### src/rtl/rds_group_tx.sv
// RDS group-0B transmitter: builds A/B/C'/D blocks with serial CRC check words.
// It emits 104-bit groups at an NCO-derived bit rate with differential encoding.
module rds_group_tx #(
    parameter logic [31:0] NCO_INC = 32'd204011,
    parameter logic        TP      = 1'b0,
    parameter logic [4:0]  PTY     = 5'd0,
    parameter logic        MS      = 1'b1
) (
    input  logic        clk_25m,
    input  logic        reset,
    input  logic        tx_en,
    input  logic [15:0] pi_code,
    input  logic        ta,
    input  logic        ps_we,
    input  logic [2:0]  ps_addr,
    input  logic [7:0]  ps_data,
    output logic        rds_bit,
    output logic        rds_raw,
    output logic        bit_strobe,
    output logic [1:0]  block_idx,
    output logic        group_start
);

    localparam logic [1:0] ST_IDLE  = 2'd0;
    localparam logic [1:0] ST_LOAD  = 2'd1;
    localparam logic [1:0] ST_SEND  = 2'd2;
    localparam logic [9:0] GEN_POLY = 10'h1B9;

    logic [1:0]  state;
    logic [31:0] acc;
    logic [32:0] acc_sum;
    logic        tick;
    logic [1:0]  seg;
    logic [1:0]  cur_idx;
    logic [4:0]  bit_cnt;
    logic [3:0]  load_cnt;
    logic [15:0] info;
    logic [9:0]  crc;
    logic [7:0]  ps_mem [0:7];

    logic [1:0]  next_idx;
    logic [1:0]  next_seg;
    logic [15:0] next_info;
    logic [9:0]  offset;
    logic [25:0] block_word;
    logic        present;
    logic        end_block;
    logic        enter_load;
    logic        next_bit;
    logic        crc_fb;

    assign acc_sum = {1'b0, acc} + {1'b0, NCO_INC};
    assign tick    = (state != ST_IDLE) && acc_sum[32];

    // The last LOAD cycle may already catch a tick; bit 0 never needs the CRC,
    // so presenting it there keeps the bit spacing even when ticks are close.
    assign present    = tick && ((state == ST_SEND) ||
                                 ((state == ST_LOAD) && (load_cnt == 4'd15)));
    assign end_block  = present && (state == ST_SEND) && (bit_cnt == 5'd25);
    assign enter_load = ((state == ST_IDLE) && tx_en) ||
                        (end_block && ((cur_idx != 2'd3) || tx_en));

    assign crc_fb     = info[4'd15 - load_cnt] ^ crc[9];
    assign block_word = {info, crc ^ offset};
    assign next_bit   = block_word[5'd25 - bit_cnt];

    always_comb begin
        next_idx  = (state == ST_SEND) ? cur_idx + 2'd1 : 2'd0;
        next_seg  = ((state == ST_SEND) && (cur_idx == 2'd3)) ? seg + 2'd1 : seg;
        next_info = pi_code;
        case (next_idx)
            2'd1:    next_info = {4'b0000, 1'b1, TP, PTY, ta, MS, 1'b0, next_seg};
            2'd3:    next_info = {ps_mem[{next_seg, 1'b0}], ps_mem[{next_seg, 1'b1}]};
            default: next_info = pi_code;
        endcase
    end

    always_comb begin
        offset = 10'h0FC;
        case (cur_idx)
            2'd1:    offset = 10'h198;
            2'd2:    offset = 10'h350;
            2'd3:    offset = 10'h1B4;
            default: offset = 10'h0FC;
        endcase
    end

    always_ff @(posedge clk_25m) begin
        if (reset) begin
            state       <= ST_IDLE;
            acc         <= 32'd0;
            seg         <= 2'd0;
            cur_idx     <= 2'd0;
            bit_cnt     <= 5'd0;
            load_cnt    <= 4'd0;
            info        <= 16'd0;
            crc         <= 10'd0;
            block_idx   <= 2'd0;
            rds_bit     <= 1'b0;
            rds_raw     <= 1'b0;
            bit_strobe  <= 1'b0;
            group_start <= 1'b0;
            for (int i = 0; i < 8; i++) ps_mem[i] <= 8'h20;
        end else begin
            bit_strobe  <= present;
            group_start <= present && (cur_idx == 2'd0) && (bit_cnt == 5'd0);
            if (present) begin
                rds_raw   <= next_bit;
                rds_bit   <= rds_bit ^ next_bit;
                block_idx <= cur_idx;
            end
            if (state != ST_IDLE) acc <= acc_sum[31:0];
            if (ps_we) ps_mem[ps_addr] <= ps_data;

            case (state)
                ST_LOAD: begin
                    crc      <= {crc[8:0], 1'b0} ^ (crc_fb ? GEN_POLY : 10'd0);
                    load_cnt <= load_cnt + 4'd1;
                    if (load_cnt == 4'd15) begin
                        state   <= ST_SEND;
                        bit_cnt <= present ? 5'd1 : 5'd0;
                    end
                end
                ST_SEND: begin
                    if (present) begin
                        if (bit_cnt == 5'd25) begin
                            state   <= ST_IDLE;
                            cur_idx <= 2'd0;
                            seg     <= next_seg;
                        end else begin
                            bit_cnt <= bit_cnt + 5'd1;
                        end
                    end
                end
                default: ;
            endcase

            // Snapshot the next block's info; overrides the IDLE choice above.
            if (enter_load) begin
                state    <= ST_LOAD;
                info     <= next_info;
                cur_idx  <= next_idx;
                seg      <= next_seg;
                crc      <= 10'd0;
                load_cnt <= 4'd0;
                bit_cnt  <= 5'd0;
            end
        end
    end

endmodule
### config.mk
export PLATFORM = sky130hd
export DESIGN_NAME = rds_group_tx
export DESIGN_NICKNAME = d
export VERILOG_FILES = /design/src/rtl/rds_group_tx.sv
export SDC_FILE = /design/constraint.sdc
export NUM_CORES = 1
export LEC_CHECK = 0
export CAP_MARGIN = 5
export CORE_ASPECT_RATIO = 0.7
export CORE_MARGIN = 8
export CORE_UTILIZATION = 40
export DETAILED_ROUTE_END_ITERATION = 8
export GPL_TIMING_DRIVEN = 1
export PLACE_DENSITY = 0.65
export SYNTH_ARGS = -nofsm -noshare
export SYNTH_HDL_FRONTEND = slang
export SYNTH_SLANG_ARGS = --single-unit
### constraint.sdc
create_clock -name clk_25m -period 5.8 [get_ports clk_25m]
set_clock_uncertainty 0.05 [all_clocks]
set_input_delay 1.16 -clock clk_25m [delete_from_list [all_inputs] [get_ports clk_25m]]
set_output_delay 1.16 -clock clk_25m [all_outputs]
set_load 0.1 [all_outputs]
Word-level counts from Yosys, hierarchy flattened
Memories as Yosys holds them, arrays and structs flattened.
Cells that the tools add are included.
{ "word_totals": {"ram_bits": 64, "mem_count": 1, "latch_bits": 0, "in_bits": 32, "rom_bits": 0, "register_bits": 79, "wordCells": 106, "output_inout_bits": 6} }
{ "op_classes": {"order_cmp": 2, "n_eq_ne": 17, "n_reduce_logical": 28, "bitwise": 4, "div_mod_pow": 0, "mux": 33, "n_mul": 0, "n_addsub": 7, "shift": 0} }
{ "mem_list": {"columns": ["memory", "words", "word_bits", "read_ports", "rd_ports_with_merged_regs", "wr", "line_no", "rtl"], "rows": [
  ["ps_mem", 8, 8, 2, 0, 8, "39", "logic [7:0] ps_mem [0:7];"]
]} }
{ "ops": {"columns": ["operator", "count"], "rows": [
  ["adder 32 x 18 -> 33 bit (second input constant)", 1],
  ["one-hot mux 16 bit (2 select lines)", 1],
  ["one-hot mux 10 bit (3 select lines)", 1],
  ["two-way mux 2 bit", 11],
  ["two-way mux 5 bit", 3],
  ["AND reduction 4 bit", 3],
  ["logical AND 1 bit", 10],
  ["two-way mux 1 bit", 10],
  ["one-hot mux 5 bit (2 select lines)", 1],
  ["nonzero test 2 bit", 5],
  ["XOR 10 bit", 1],
  ["XOR 10 x 9 -> 10 bit", 1],
  ["two-way mux 9 bit", 1],
  ["== test 2 bit (second input constant)", 4],
  ["two-way mux 8 bit", 1],
  ["!= test 2 bit (second input constant)", 4],
  ["OR reduction 8 bit", 1],
  ["== test 2 x 1 -> 1 bit (second input constant)", 3],
  ["< comparator 5 x 6 -> 1 bit (second input constant)", 1],
  ["!= test 3 bit (second input constant)", 2],
  ["adder 5 x 1 -> 5 bit (second input constant)", 1],
  ["binary-select mux 1 bit (select 5 bit)", 1],
  ["== test 5 bit (second input constant)", 1],
  ["zero test 5 bit", 1],
  ["other kinds (17)", 22]
]} }

Logic depth before layout (Yosys ltp)
Gate-level depths: netlist (run 1).
{ "logic_depth": {"depth_word": 10, "mapped_depth": 11, "mapped_depth_nobuf": 8} }

Least setup slack after synthesis (run 1)
OpenSTA, ideal clock, no wires.
{ "synth_path": {"kind": "flip-flop to flip-flop", "startpoint": "register bit_cnt[1]", "endpoint": "register rds_bit", "path_stages_with_launch": 11, "arrival_ns": 2.488, "synth_period_minus_slack_ns": 2.654, "t_required_ns": 5.634, "slack_ns": 3.146, "cell_sequence": "dfxtp_1 buf_1 inv_1 ha_1 clkbuf_1 nor2_1 a21oi_1 o41ai_1 o311ai_0 a311oi_1 a41o_1"} }
{ "synth_between": {"elab_chain_len": 4} }
{ "synth_lines": {"columns": ["item", "line_no", "rtl"], "rows": [
  ["start, declared", "35", "logic [4:0] bit_cnt;"],
  ["start signal, assigned", "121", "bit_cnt <= present ? 5'd1 : 5'd0;"],
  ["start signal, assigned", "131", "bit_cnt <= bit_cnt + 5'd1;"],
  ["subtractor 5 bit", "65", "assign next_bit = block_word[5'd25 - bit_cnt];"],
  ["binary-select mux 1 bit (select 5 bit)", "65", null],
  ["two-way mux 1 bit (not written as such)", "65", null],
  ["XOR 1 bit", "109", "rds_bit <= rds_bit ^ next_bit;"],
  ["end signal, assigned", "109", null],
  ["end, declared", "17", "output logic rds_bit,"]
]} }
No other way between the ends. The select of a mux whose other input is x is not followed.
A chain may end at the register's enable or synchronous reset.

Worst setup path after layout (run 1)
{ "layout_path": {"startpoint": "register acc[0]", "endpoint": "register info[1]"} }
{ "layout_between": {"elab_chain_len": 7} }
{ "layout_lines": {"columns": ["item", "line_no", "rtl"], "rows": [
  ["start, declared", "30", "logic [31:0] acc;"],
  ["start signal, assigned", "112", "if (state != ST_IDLE) acc <= acc_sum[31:0];"],
  ["adder 32 x 18 -> 33 bit", "52", "assign acc_sum = {1'b0, acc} + {1'b0, NCO_INC};"],
  ["logical AND 1 bit", "53", "assign tick = (state != ST_IDLE) && acc_sum[32];"],
  ["logical AND 1 bit", "57", "assign present = tick && ((state == ST_SEND) ||"],
  ["logical AND 1 bit (2 in series)", "59", "assign end_block = present && (state == ST_SEND) && (bit_cnt == 5'd25);"],
  ["logical AND 1 bit", "61", "(end_block && ((cur_idx != 2'd3) || tx_en));"],
  ["logical OR 1 bit", "60", "assign enter_load = ((state == ST_IDLE) && tx_en) ||"],
  ["end signal, assigned", "141", "info <= next_info;"],
  ["end, declared", "37", "logic [15:0] info;"]
]} }
No other way between the ends.

==> metrics.txt, run 1 <==
RSZ-0062 raised after global routing false; final setup vio count 0; drt drc 0; total power 2.463 mW; share of cells above drive strength 1 9.859%; post-synthesis mux area share 8.041%; chip width 180.3 µm; IO Count 38; Slew @ Worst Pin 1.120 ns; post-synthesis net count 802; standard-cell rows 42; # hold bufs at CTS 0; status finished, final reports clean; clock-pin slew on the worst setup and hold paths 0.07 ns; Post-Place Cells 991; xor/xnor cell area share of the yosys netlist 5.774%; mapped cell area 0.007562 mm²; CP peak stage delay 0.80 ns; Clock Latency Late Sink 0.44 ns; DRT Wirelength 17.72 mm; Data required, critical path 6.02 ns; crit-path cells inv_1 > ha_1 > nor2b_1 > o2111ai_2 > and3_1 > nor4_4 > or2_1 > a311oi_1; core area 0.01871 mm²; Cell variety after synth 66; Initial Util 40.42%; Vias/cell 5.481; Port Buffers 37; final setup TNS 0 ns; first-pass GRT wire length 29.04 mm; EDFF count, synth 64; Synthesis Warnings 0; Die ar. 0.02363 mm²; Detail Placement HPWL 12.58 mm; fin nets 812; initial antenna violation count 0; worst vdd ir 0.1792 mV; Slew HR 24.54%; final hold violation count 0; largest family of logic cells by synthesized area simple AND/OR/NAND/NOR gates; CP Class register to register; Setup crit end kind register; maximum number of pins on one net before global-route repair 52; DRT Pass-1 Iters 5; Max-Cap Viols 0; ys async rst share 0%; Area contributors post-synth edfxtp_1 (25%), dfxtp_1 (21%), mux2i_1 (4.8%); power per standard cell area 284.9 mW/mm²; fill count 1788; CP Data Arrival Time 3.57 ns; Leak Pwr 2.841 nW; post-route ant nets 0; Synth top area share 25.41%; routability cong. 0.8123; adder-cell share of the synthesized area 1.985%; Final Instance Area 0.008643 mm²; vias in the first global route 5285; Compound-Gate Fraction of Synth Area 14.41%; routed len/inst 17.32 µm; routed vias 5607; Die Y-Extent 131.0 µm; Max clock buf depth 2; max-slew violation count 0; Critical Path Slowest Stage Cell nor4_4; Total GRT Usage 15.56%; CTS tree done; final non-filler cell total 1023; maximum net fanout on the critical path 17; area leader, netlist edfxtp_1; DR iter-0 viols 530; grt ovf 0; sequential area share after synthesis 46.33%; n_diodes 0; average cell area after synthesis 9.977 µm²; Hold WC Path Type register to register; cts repair resizes 0; Max Clk Rate 298.2 MHz; DP Area 0.008038 mm²; Post-Synth Simple-Gate Area 19.92%; setup bufs post-CTS 0; Clock Tree Root clkbuf_16; Synth Register Bits 143; H-tree lvl count 4; CP delay by family, top simple AND/OR/NAND/NOR gates; min cycle time layout 3.354 ns; startpoint types register; top_reg_cell synth dfxtp_1; total CTS buffers 17; final period utilization 57.82%; WP buf/inv 1; TritonCTS Sinks 143; Cells after Synth 758; Area growth, synth to finish 14.30%
## path summary, 6_finish.rpt
kind | slack, ns | start | cells after the start | endpoint
worst max-delay path | 2.45 | acc[0] | 8 | info[1]
worst min-delay path | 0.42 | info[0] | 2 | info[0]
worst max register to register | 2.45 | acc[0] | 8 | info[1]
worst min register to register | 0.42 | info[0] | 2 | info[0]
## through the flow
step	setup slack, ns	hold WS (ns)	utilization, %
after global routing	2.176	0.4675	46.20
final	2.447	0.4220	46.20
after floorplan	3.146	0.3929	-
after global placement	2.435	0.4111	42.96
after CTS	2.461	0.4277	46.20
after detailed placement	2.392	0.4184	42.96
## final cells by class
class | count | area, µm² | area share, %
clock buffer | 17 | 425.4 | 4.922
clock inverter | 15 | 180.2 | 2.085
inverter | 10 | 37.54 | 0.4343
multi-input combinational | 555 | 3799 | 43.95
sequential | 143 | 3503 | 40.53
tap | 242 | 302.8 | 3.503
timing repair buffer | 41 | 395.4 | 4.574
## flip-flops by register name (all words and copies together), names as in the netlist, 2 cells and up
signal     flops
bit_cnt        5
acc           32
seg            2
ps_mem        64
info          16
crc           10
load_cnt       4
state          2
cur_idx        2
block_idx      2
## tightest hold or removal path, cell delays in order, from the launching register on
cell and delay (ns):
dfxtp_1 0.32, nand2_1 0.05, o21ai_0 0.06
## report_power, final
group	total, mW	internal [mW]	switching (mW)
registers	1.15	1.11	0.0436
clock network	1.09	0.583	0.509
logic	0.220	0.0936	0.126
total	2.46	1.78	0.679
## synthesized netlist by cell type, drive strengths merged (4+ instances only)
cell,count
dfxtp,79
clkbuf,29
a211oi,9
and2,56
o22ai,17
nand4,8
nor3,15
nand2,58
o31ai,13
nor2,66
nor2b,6
inv,8
or2,6
xor2,14
mux2i,36
o211ai,9
or3,12
nand3,19
a31oi,7
buf,21
o311ai,6
xnor2,35
a21oi,52
mux2,10
ha,12
a311oi,6
mux4,6
nand3b,4
nor4,6
nand2b,10
and3,6
o21ai,17
edfxtp,64
a311o,4
## routing by layer
layer / global-route usage (%) / vias to the layer above / part of all wire (%)
met1: 22.41 / 2685 / 51
met5: 0 / - / 0
met4: 4.118 / 0 / 0.97
met2: 23.21 / 126 / 43
li1: - / 2782 / -
met3: 3.425 / 14 / 4.5
## layout by cell type (no fill, tap or decap), types with 14 or more instances in the layout
cell | Yosys | final
xnor2_1 | 35 | 34
nand2_1 | 58 | 58
nand3_1 | 19 | 19
edfxtp_1 | 64 | 64
clkbuf_16 | 0 | 17
and2_1 | 56 | 56
clkdlybuf4s50_1 | 0 | 36
dfxtp_1 | 79 | 79
nor2_1 | 66 | 66
nor3_1 | 14 | 14
o22ai_1 | 17 | 17
a21oi_1 | 42 | 42
o21ai_0 | 17 | 17
mux2i_1 | 36 | 36
## logic make-up after synthesis
| group | Yosys count |
|---|---|
| AND/OR/NAND/NOR | 286 |
| AO/OA/AOI/OAI | 156 |
| flip-flops | 143 |
| buffers and inverters | 60 |
| multiplexers | 52 |
| XOR/XNOR | 49 |
| adder cells (fa/ha/maj) | 12 |
Power figures use the tool's default switching activity.
==> run 2: changes to the inputs <==
==> constraint.sdc (replaced) <==
create_clock -name clk_25m -period 3.4 [get_ports clk_25m]
set_clock_uncertainty 0.05 [all_clocks]
set_input_delay 0.68 -clock clk_25m [delete_from_list [all_inputs] [get_ports clk_25m]]
set_output_delay 0.68 -clock clk_25m [all_outputs]
set_load 0.1 [all_outputs]
==> run 2 against run 1 <==
  * Combinational power up 79%
  * Via count barely moved
  * Maximum frequency is 11% higher
  * Register-to-register slack worse by 2.1 ns
  * Worst setup slack worse by 2.1 ns
  * Hold slack improved by 0.0055 ns
  * Final cell count increased by 1.8%
  * Final area grew 1.1%
  * Non-clock buffer count rose by 18
  * Die area did not move
  * Critical path type unchanged
  * Largest cell class unchanged
==> metrics.txt, run 2 (synthesis results as in run 1) <==
status finished, final reports clean; Die ar. 0.02363 mm²; final hold violation count 0; Clock Latency Late Sink 0.43 ns; Leak Pwr 2.925 nW; P_sw 1.147 mW; worst vdd ir 0.3120 mV; final setup TNS 0 ns; Detail Placement HPWL 12.57 mm; core area 0.01871 mm²; met3 usage in global routing 3.840%; total CTS buffers 17; met2 Use GR 22.70%; TritonCTS Sinks 143; CP Data Arrival Time 3.28 ns; first-pass GRT wire length 28.81 mm; # hold bufs at CTS 0; post-route ant nets 0; Final WS setup 0.3775 ns; n_diodes 0; reg2reg end info[5]; Pint 3.033 mW; most frequent cells in the layout dfxtp_1 (79), nor2_1 (66), edfxtp_1 (64), nand2_1 (58), and2_1 (56); startpoint types register; hold-critical path endpoint crc[1]; Final Instance Area 0.008741 mm²; clock-pin slew on the worst setup and hold paths 0.06 ns; Slew HR 44.72%; Vias/cell 5.385; busiest grt layer met2; Die Y-Extent 131.0 µm; sw frac 27.44%; fin nets 830; CTS tree done; H-tree lvl count 4; setup bufs post-CTS 0; Comb pwr share 9.4%; RSZ-0062 raised after global routing false; Total GRT Usage 15.51%; Initial Util 40.42%; Hold Path Origin crc[0]; Largest register FFs 64; Hold WC Path Type register to register; hold depth 2; Port Buffers 37; vias in the first global route 5320; DP Area 0.008170 mm²; maximum number of pins on one net before global-route repair 52; post-layout util 46.72%; routed len/inst 17.12 µm; share of cells above drive strength 1 12.64%; IO Count 38; largest registers ps_mem x64, acc x32, info x16; dpl ws 0.4229 ns; final setup vio count 0; GR Layer Usage met1 22.20%; Data required, critical path 3.65 ns; routability cong. 0.8148; initial antenna violation count 0; standard-cell rows 42; most flop-heavy register ps_mem; grt ovf 0; Area growth, synth to finish 15.59%; maximum net fanout on the critical path 17; DRT Wirelength 17.82 mm; Clock Tree Root clkbuf_16; total power 4.179 mW; drt drc 0; min cycle time layout 3.022 ns; Max Clk Rate 330.9 MHz; cts repair resizes 0; Flop pwr share 46.8%; Max clock buf depth 2; DRT Pass-1 Iters 5; Slew @ Worst Pin 0.8176 ns; DR iter-0 viols 532; CP Class register to register; Max-Cap Viols 0; max-slew violation count 0; power per standard cell area 478.1 mW/mm²; worst-case reg-to-reg path depth 9; final period utilization 88.90%; Setup crit end kind register; chip width 180.3 µm; worst r2r src bit_cnt[1]; reg2reg setup slack 0.38 ns; clock share of power 43.8%; most common cell after layout, fill and taps aside dfxtp_1; routed vias 5606
run 2: how the worst max path moves through the flow:
stage                     from      end  slack (ns)  cells after the start
finish              bit_cnt[1]  info[5]        0.38                      9
global route        bit_cnt[1]  info[5]        0.18                      9
CTS                 bit_cnt[1]  info[5]        0.40                      9
detailed placement  bit_cnt[1]  info[5]        0.42                      9
global placement    bit_cnt[1]  info[5]        0.50                      9
floorplan           bit_cnt[1]  rds_bit        0.75                     10
run 2: final cells by class:
| cell class | instances | area [µm²] |
|---|---|---|
| fill | 1740 | 9967 |
| multi-input combinational | 555 | 3799 |
| sequential | 143 | 3503 |
| timing repair buffer | 59 | 528.0 |
| clock buffer | 17 | 425.4 |
| tap | 242 | 302.8 |
| clock inverter | 15 | 145.1 |
| inverter | 10 | 37.54 |
run 2: stage by stage:
stage               hold slack (ns)  instances
detailed placement           0.4169       1009
global placement             0.4136       1009
floorplan                    0.3929        758
CTS                          0.4274       1041
global route                 0.4597       1041
finish                       0.4275       1041
run 2: power by group through the flow:
| stage | Combinational [mW] | Clock [mW] | Sequential (mW) |
|---|---|---|---|
| 4_1_cts | 0.394 | 1.85 | 1.96 |
| 3_3_place_gp | 0.389 | 0 | 1.99 |
| 3_5_place_dp | 0.392 | 0 | 1.99 |
| 5_1_grt | 0.432 | 1.92 | 1.97 |
| 2_1_floorplan | 0.283 | 0 | 1.97 |
| 6_report | 0.394 | 1.83 | 1.96 |
run 2: worst max-delay path, cell delays in order, from the launching register on:
cell and delay (ns):
dfxtp_1 0.47, inv_1 0.22, ha_1 0.20, and3_1 0.22
nand4_1 0.23, a311oi_4 0.48, o21a_4 0.29, or2_1 0.41
buf_4 0.25, a21oi_1 0.07
run 2: routing by layer:
layer  part of all wire [%]  up-vias  wire, µm
li1                       -     2808         -
met1                     52     2643      9265
met2                     42      131      7547
met3                    4.3       24       765
met4                    1.4        0       242
met5                      0        -         0
==> run 3: changes to the inputs <==
==> constraint.sdc (replaced) <==
create_clock -name clk_25m -period 3.4 [get_ports clk_25m]
set_clock_uncertainty 0.05 [all_clocks]
set_input_delay 0.68 -clock clk_25m [delete_from_list [all_inputs] [get_ports clk_25m]]
set_output_delay 0.68 -clock clk_25m [all_outputs]
set_load 0.005 [all_outputs]
==> run 3 against run 2 <==
  * Combinational power about the same
  * Final area up 0.76%
  * Global-route usage about the same
  * Maximum frequency up 2.0%
  * Worst setup slack better by 0.060 ns
  * Register-to-register slack better by 0.06 ns
  * Via count up 1.2%
  * Power up 4.9%
  * Critical path depth unchanged
  * Hold slack worse by 0.0058 ns
  * Final cell count down 0.19%
  * Count of clock-buffer cells in the layout unchanged
==> metrics.txt, run 3 (synthesis results as in run 1) <==
status finished, final reports clean; Detail Placement HPWL 12.62 mm; DP Area 0.008170 mm²; clock share of power 46.4%; Max Clk Rate 337.6 MHz; min cycle time layout 2.962 ns; Die ar. 0.02363 mm²; Pint 3.253 mW; clock-pin slew on the worst setup and hold paths 0.07 ns; Clock Tree Root clkbuf_16; vias in the first global route 5193; CTS tree done; final non-filler cell total 1039; chip width 180.3 µm; # hold bufs at CTS 0; fill count 1759; TritonCTS Sinks 143; H-tree lvl count 4; routed len/inst 17.24 µm; final hold violation count 0; final setup TNS 0 ns; CP delay by family, top simple AND/OR/NAND/NOR gates; dpl ws 0.4569 ns; DRT Wirelength 17.91 mm; Metal-1 WL 9.323 mm; cts repair resizes 0; Post-Place Cells 1007; stages on the worst setup path 9; n_diodes 0; P_sw 1.133 mW; sw frac 25.82%; area of the multi-input gates 0.003799 mm²; most flop-heavy register ps_mem; Final Instance Area 0.008807 mm²; Total GRT Usage 15.47%; Initial Util 40.42%; power per standard cell area 498.0 mW/mm²; total CTS buffers 17; Clock Latency Late Sink 0.43 ns; crit-path cells inv_1 > ha_1 > and3_1 > nand4_1 > a311oi_4 > o21a_4 > or2_1 > buf_4 > a21oi_1; initial antenna violation count 0; met3 WL 797 µm; routed vias 5672; Die Y-Extent 131.0 µm; RSZ-0062 raised after global routing false; first-pass GRT wire length 28.61 mm; max-slew violation count 0; routability cong. 0.8336; CP Data Arrival Time 3.22 ns; Largest register FFs 64; Critical Path Slowest Stage Cell a311oi_4; Vias/cell 5.459; Flop pwr share 44.6%; maximum number of pins on one net before global-route repair 52; most common cell after layout, fill and taps aside dfxtp_1; hold depth 2; post-layout util 47.08%; met2 routed wirelength 7.479 mm; CP Class register to register; Leak Pwr 2.941 nW; startpoint types register; standard-cell rows 42; WP buf/inv 2; Comb pwr share 9.0%; most frequent cells in the layout dfxtp_1 (79), nor2_1 (66), edfxtp_1 (64), nand2_1 (58), and2_1 (56); worst-case reg-to-reg path depth 9; Final WS setup 0.4378 ns; Slew HR 45.35%; worst vdd ir 0.3385 mV; Hold WC Path Type register to register; grt ovf 0; Area growth, synth to finish 16.46%; Max clock buf depth 2; largest registers ps_mem x64, acc x32, info x16; Slew @ Worst Pin 0.8083 ns; DRT Pass-1 Iters 5; final setup vio count 0; FF/Latch Area 0.003503 mm²; Data required, critical path 3.66 ns; maximum net fanout on the critical path 17; uppermost layer routed met4; Max-Cap Viols 0; fin nets 828; Port Buffers 37; post-route ant nets 0; core area 0.01871 mm²; final period utilization 87.12%; CP peak stage delay 0.47 ns; setup bufs post-CTS 0; IO Count 38; DR iter-0 viols 497; share of cells above drive strength 1 11.67%; drt drc 0; Setup crit end kind register
## run 3: worst paths after layout
path / start / to / slack (ns)
worst max register to register: bit_cnt[1] / info[5] / 0.44
worst max-delay path: bit_cnt[1] / info[5] / 0.44
worst min-delay path: crc[0] / crc[1] / 0.42
worst min register to register: crc[0] / crc[1] / 0.42
## run 3: power groups by stage
| stage | clock network, mW | logic, mW | registers [mW] |
|---|---|---|---|
| 3_5_place_dp | 0 | 0.391 | 1.99 |
| 3_3_place_gp | 0 | 0.387 | 1.99 |
| 2_1_floorplan | 0 | 0.283 | 1.97 |
| 4_1_cts | 2.06 | 0.394 | 1.96 |
| 6_report | 2.03 | 0.393 | 1.96 |
| 5_1_grt | 2.14 | 0.434 | 1.97 |
## run 3: tightest hold or removal path, delay by kind of cell, from the launching register on
kind	cells	cell delay, ns
compound gates	1	0.05
flops	1	0.33
simple gates	1	0.06
## run 3: cell type report
type / instances / area share (%)
inverters: 10 / 0.4262
well taps: 242 / 3.438
flip-flops and latches: 143 / 39.78
multi-input cells: 555 / 43.13
repair buffers: 57 / 5.995
clock buffers: 17 / 4.830
clock inverters: 15 / 2.401
## run 3: through the flow
step           power [mW]  hold WS, ns
2_1_floorplan       2.250       0.3929
5_1_grt             4.539       0.4566
3_3_place_gp        2.380       0.4146
6_report            4.386       0.4217
3_5_place_dp        2.386       0.4162
4_1_cts             4.415       0.4213
## run 3: routing by layer
metal	track usage, %	up-vias
li1	-	2820
met5	0	-
met4	5.426	0
met1	22.66	2693
met3	3.370	24
met2	22.01	135
